<file path="config.mk">
export PLATFORM = sky130hd
export DESIGN_NAME = debug_serial_tx
export DESIGN_NICKNAME = d
export VERILOG_FILES = /design/src/rtl/debug_serial_tx.sv
export SDC_FILE = /design/constraint.sdc
export NUM_CORES = 1
export LEC_CHECK = 0
export ABC_AREA = 0
export BUFFER_PORTS_ARGS = -buffer_cell sky130_fd_sc_hd__buf_2
export CAP_MARGIN = 30
export CORE_AREA = 2 2 118 120
export CTS_BUF_LIST = sky130_fd_sc_hd__clkbuf_4 sky130_fd_sc_hd__clkbuf_8 sky130_fd_sc_hd__clkbuf_16
export DETAILED_ROUTE_END_ITERATION = 10
export DIE_AREA = 0 0 120 122
export PLACE_DENSITY_LB_ADDON = 0.2
export SYNTH_ARGS = -nofsm -noshare
export SYNTH_HDL_FRONTEND = slang
export SYNTH_SLANG_ARGS = --single-unit
</file>
<file path="constraint.sdc">
create_clock -name clk -period 5.85 [get_ports clk]
set_input_delay 0.2925 -clock clk [delete_from_list [all_inputs] [get_ports clk]]
set_output_delay 0.2925 -clock clk [all_outputs]
set_load 0.01 [all_outputs]
</file>
<file path="src/rtl/debug_serial_tx.sv">
// debug_serial_tx
//   Serial-port end of the CPU debug channel. On request it snapshots the
//   seven CPU debug bytes and sends one UART (8N1, LSB first) packet:
//   SYNC_BYTE, debug_port1..7, then the mod-256 sum of the seven data bytes.
//
// Ports
//   clk          system clock, rising edge
//   nreset       synchronous active-low reset
//   frame_req    starts a frame when sampled high while busy is low
//   debug_port1..debug_port7  CPU debug bytes, captured at frame acceptance
//   txd          UART serial output, idles high
//   busy         high while a frame is in flight
//   frame_done   one-cycle pulse after the last stop bit of a frame
module debug_serial_tx #(
  parameter int          CLKS_PER_BIT = 434,
  parameter logic [7:0]  SYNC_BYTE    = 8'hA5
) (
  input  logic       clk,
  input  logic       nreset,
  input  logic       frame_req,
  input  logic [7:0] debug_port1,
  input  logic [7:0] debug_port2,
  input  logic [7:0] debug_port3,
  input  logic [7:0] debug_port4,
  input  logic [7:0] debug_port5,
  input  logic [7:0] debug_port6,
  input  logic [7:0] debug_port7,
  output logic       txd,
  output logic       busy,
  output logic       frame_done
);

  localparam int                CNT_W    = $clog2(CLKS_PER_BIT);
  localparam logic [CNT_W-1:0]  BAUD_MAX = CNT_W'(CLKS_PER_BIT - 1);

  typedef enum logic [1:0] {IDLE, START, DATA, STOP} state_t;

  state_t           state, state_nxt;
  logic [CNT_W-1:0] baud_cnt, baud_nxt;
  logic [3:0]       byte_idx, byte_nxt;
  logic [2:0]       bit_idx, bit_nxt;
  logic             done_nxt;
  logic             load;
  logic             bit_end;
  logic [6:0][7:0]  snap;
  logic [7:0]       cur_byte;

  // Mod-256 sum of the snapshotted data bytes; the sync byte is not included.
  function automatic logic [7:0] checksum(input logic [6:0][7:0] b);
    logic [7:0] s;
    s = '0;
    for (int i = 0; i < 7; i++) s = s + b[i];
    return s;
  endfunction

  assign bit_end = (baud_cnt == BAUD_MAX);
  assign busy    = (state != IDLE);

  // Byte selected for transmission by the frame position.
  always_comb begin
    case (byte_idx)
      4'd0:    cur_byte = SYNC_BYTE;
      4'd1:    cur_byte = snap[0];
      4'd2:    cur_byte = snap[1];
      4'd3:    cur_byte = snap[2];
      4'd4:    cur_byte = snap[3];
      4'd5:    cur_byte = snap[4];
      4'd6:    cur_byte = snap[5];
      4'd7:    cur_byte = snap[6];
      default: cur_byte = checksum(snap);
    endcase
  end

  always_comb begin
    case (state)
      START:   txd = 1'b0;
      DATA:    txd = cur_byte[bit_idx];
      default: txd = 1'b1;
    endcase
  end

  // Next-state logic; bit timing runs off the shared baud counter.
  always_comb begin
    state_nxt = state;
    baud_nxt  = baud_cnt;
    byte_nxt  = byte_idx;
    bit_nxt   = bit_idx;
    done_nxt  = 1'b0;
    load      = 1'b0;
    case (state)
      IDLE: begin
        if (frame_req) begin
          load      = 1'b1;
          state_nxt = START;
          baud_nxt  = '0;
          byte_nxt  = 4'd0;
          bit_nxt   = 3'd0;
        end
      end
      START: begin
        if (bit_end) begin
          baud_nxt  = '0;
          bit_nxt   = 3'd0;
          state_nxt = DATA;
        end else begin
          baud_nxt  = baud_cnt + 1'b1;
        end
      end
      DATA: begin
        if (bit_end) begin
          baud_nxt = '0;
          if (bit_idx == 3'd7) begin
            bit_nxt   = 3'd0;
            state_nxt = STOP;
          end else begin
            bit_nxt   = bit_idx + 3'd1;
          end
        end else begin
          baud_nxt = baud_cnt + 1'b1;
        end
      end
      STOP: begin
        if (bit_end) begin
          baud_nxt = '0;
          if (byte_idx == 4'd8) begin
            byte_nxt  = 4'd0;
            state_nxt = IDLE;
            done_nxt  = 1'b1;
          end else begin
            byte_nxt  = byte_idx + 4'd1;
            state_nxt = START;
          end
        end else begin
          baud_nxt = baud_cnt + 1'b1;
        end
      end
      default: state_nxt = IDLE;
    endcase
  end

  always_ff @(posedge clk) begin
    if (!nreset) begin
      state      <= IDLE;
      baud_cnt   <= '0;
      byte_idx   <= 4'd0;
      bit_idx    <= 3'd0;
      frame_done <= 1'b0;
    end else begin
      state      <= state_nxt;
      baud_cnt   <= baud_nxt;
      byte_idx   <= byte_nxt;
      bit_idx    <= bit_nxt;
      frame_done <= done_nxt;
    end
  end

  // Snapshot is pure data: loaded on acceptance, never reset.
  always_ff @(posedge clk) begin
    if (load) begin
      snap <= {debug_port7, debug_port6, debug_port5, debug_port4,
               debug_port3, debug_port2, debug_port1};
    end
  end

endmodule
</file>
==> results.md <==
- Status: finished clean
- TritonRoute pass-1 iters: 4
- RR Endpoint: byte_idx[2]
- Cell row count: 43
- Sequential group share of total power: between 20 and 25%
- Max-slew headroom at the worst pin: between 30% and 40%
- Via/cell ratio: about 5
- Library cell occupying the most area in the post-synthesis netlist: edfxtp_1
- Met1 layer wirelength in the final routing: about 4.7 mm
- Worst-margin pin slew: 0.975 ns
- Maximum clock insertion buffer count: 2
- Adder-cell share of the synthesized area: between 20% and 30%
- First-pass GRT wire length: approximately 16 mm
- Summed negative setup slack over all endpoints: 0 ns
- Setup WS pre-CTS: 1.12 ns
- Number of synthesized register bits: 75
- Antenna violations before repair: 0
- Min-Delay Endpoint: snap[12]
- Total grt overflow: 0
- Initial cell density of the core: approximately a third
- Top layer reached by signal wires: met4
- Startpoint kind of the worst setup timing path: register
- GRT Total Usage: between 10% and 20%
- Sum of met2 wire segment lengths after detailed routing: between 4 and 5 mm
- Number of clock sinks: 75
- Beginning of the worst hold path: debug_port2[4]
- Number of buffers added to fix hold violations after cts: 0
- Reg2Reg Setup Slack: just under 4 ns
- Dominant combinational cell family by area after synthesis: adder cells
- Data arrival time at the worst-slack endpoint: approximately 4.8 ns
- Switching power as a share of total power: ~40%
- Filler Cells Inserted: approximately 1300
- Die boundary height: 122 um
- Hold violation total from the final report: 0
- Top cells by count, synth: 56 x edfxtp_1, 47 x inv_1, 32 x fa_1
- Start of the worst register-to-register path: state[0]
- Setup repair after global routing missed its margin: no
- Mapped Cells: ~390
- Final std cells w/o fill: 627
- Cell Pwr Density: approximately 670 mW/mm^2
- H-tree levels: 3
- Async S/R FF share, synth: 0%
- Post-route minimum period: approximately 5 ns
- Number of library cell types mapped by synthesis: 61
- Antenna diode count: 0
- Clock Power Share: ~17%
- Switching Power: 1450 uW
- CTS tree: yes
- Area grow syn2layout: 16.4%
- Largest net degree at the start of global routing: 57
- Floorplan die width: 120 um
- Worst-path maximum fanout: 3
- Routed length per placed instance: approximately 15 um
- Critical Setup Path Class: register to output port
- Total die area: 0.0146 sq mm
- Post-CTS resize count: 0
- Fraction of final layout cells sized beyond drive strength 1: 19.5%
- Cell seen most often among critical-path stages: fa_1
- ANT nets after route: 0
- Pint: ~2100 uW
- WL final: just under 10 mm
- Number of buffers created by CTS: 9
- Count of max-cap constraint violations: 0
- Synth Cell Area: about 0.0046 sq mm
- Detailed placer's ending HPWL: between 6 and 7 mm
- Portion of total power attributed to combinational logic: 61.4%
- Class of the worst hold path: input pin to register
- Total number of vias: 3109
- DR DRC count: 0
- Minimum hold slack: between 0.1 and 0.15 ns
- List of cells traversed by the critical path: fa_1 > inv_1 > fa_1 > fa_1 > inv_1 > fa_1 > ha_1 > a211oi_1 > o21bai_1 > a21oi_1 > mux2_2 > nand4b_1 > and3_1 > buf_2
- Core Region: roughly 0.014 sq mm
- Vias in the first global route: ~3000
- Final worst clock skew: approximately 0.006 ns
- Worst hold stages: 1
- Number of placed I/O pins: a little over 60
- Port Buffers: 61
- Leading register cell type out of synthesis: edfxtp_1
- Cells after DPL: between 600 and 700
- Mux cell area share after synthesis: less than 1%
- Depth of the worst register-to-register path: 8
- Synth area leaders: edfxtp_1 37%, fa_1 14%, dfxtp_1 8.3%
- Total length of routed met3 wires: between 500 and 600 um
- Clock network latency to the later pin of the worst-skew pair: 0.34 ns
- Maximum clock frequency: 197 MHz
- Number of nets at the end of the flow: 556
- Simple-gate share of the synthesized area: between 10% and 20%
- Static Leakage: between 0.002 and 0.0025 uW
- Part of the Yosys area used for sequential elements: between 40% and 50%
- Count of flip-flops with a built-in enable after synthesis: 56
- Synthesis warning total: 0
- Routability congestion estimate: 0.767
- Max IR drop VDD: around 540 uV
- Most used standard cell by instance count after synthesis: edfxtp_1
- Highest-delay cell along the critical path: fa_1
- Compound-Gate Fraction of Synth Area: a little over an eighth
- Mean instance size in the synthesized netlist: between 10 and 15 sq um
- Total setup buffers inserted after CTS: 0
- Period utilisation layout: a little under 90%
- Maximum single-stage delay on the critical path: 0.57 ns
- CTS root buffer: clkbuf_16
- Violation count after the first detailed-route iteration: around 240
- Net Count, Synth: between 400 and 500
- Total setup violations reported at the end of the flow: 0
- Setup crit end kind: output port
- Worst-case setup margin in the final layout: between 0.7 and 0.8 ns
- Data required time at the worst endpoint: roughly 5.6 ns
- Max-slew violations: 0
- Worst-path clk slew: approximately 0.060 ns
- Xor-xnor portion of the synthesized cell area: 2.60%
- Yosys top cell area share: between 30% and 40%
==> sequential cells by signal, summed over array words and instances (netlist names) <==
| name | cells |
|---|---|
| snap | 56 |
| baud_cnt | 9 |
| bit_idx | 3 |
| frame_done | 1 |
| state | 2 |
| byte_idx | 4 |
==> per-layer routing <==
metal / up-vias / global-route usage [%]
met5: - / 0
met4: 0 / 3.97
met3: 8 / 4.45
met2: 83 / 21.2
met1: 1515 / 19.6
li1: 1503 / -
==> area by class of cell <==
class | count | area, sq um | area share, %
multi-input combinational | 247 | 2230 | 41.9
sequential | 75 | 2060 | 38.8
timing repair buffer | 62 | 313 | 5.88
clock buffer | 10 | 233 | 4.38
tap | 180 | 225 | 4.24
inverter | 47 | 176 | 3.32
clock inverter | 6 | 80.1 | 1.51
==> power groups by stage <==
stage | Combinational [uW] | Clock [uW] | Sequential (uW)
finish | 2200 | 589 | 792
global route | 2530 | 626 | 808
CTS | 2230 | 604 | 794
detailed placement | 2220 | 0 | 802
global placement | 2180 | 0 | 800
floorplan | 1810 | 0 | 781
==> stage by stage <==
step | cell area, sq um | utilization, % | power (uW)
finish | 5320 | 39.4 | 3580
global route | 5320 | 39.4 | 3970
CTS | 5320 | 39.4 | 3630
detailed placement | 5000 | 37.1 | 3020
global placement | 5000 | 37.1 | 2980
floorplan | 4570 | - | 2590
==> kinds of logic after synthesis <==
group | after synthesis
buffers and inverters | 63
AOI/OAI and AO/OA | 87
and+or+nand+nor | 90
DFF | 75
adders and majority gates | 55
xor gates and xnor gates | 12
muxes | 3
==> how the worst max path moves through the flow <==
stage,slack [ns],startpoint,to
finish,0.77,snap[2],txd
global route,0.52,snap[2],txd
CTS,0.73,snap[2],txd
detailed placement,1.12,snap[2],txd
global placement,1.17,snap[2],txd
floorplan,1.49,snap[2],txd
==> critical path: cells and delay by family, from the launching register on <==
family,cells,cell delay (ns)
and+or+nand+nor,2,0.28
AOI/OAI and AO/OA,3,0.70
muxes,1,0.35
adders and majority gates,5,2.47
buffers and inverters,3,0.26
DFF,1,0.41
==> cells in the final DEF (no fill, tap or decap), types with 5 or more instances in the layout <==
| cell type | instances |
|---|---|
| a21oi_1 | 17 |
| a22oi_1 | 14 |
| dfxtp_1 | 19 |
| nand2_1 | 16 |
| xnor2_1 | 10 |
| nor3b_1 | 5 |
| o21ai_0 | 14 |
| a222oi_1 | 6 |
| a211oi_1 | 6 |
| inv_1 | 47 |
| buf_2 | 61 |
| fa_1 | 32 |
| nand3_1 | 12 |
| nor2b_1 | 10 |
| and3_1 | 7 |
| nor2_1 | 10 |
| ha_1 | 23 |
| edfxtp_1 | 56 |
| clkbuf_16 | 9 |
(Power assumes the default switching activity.)
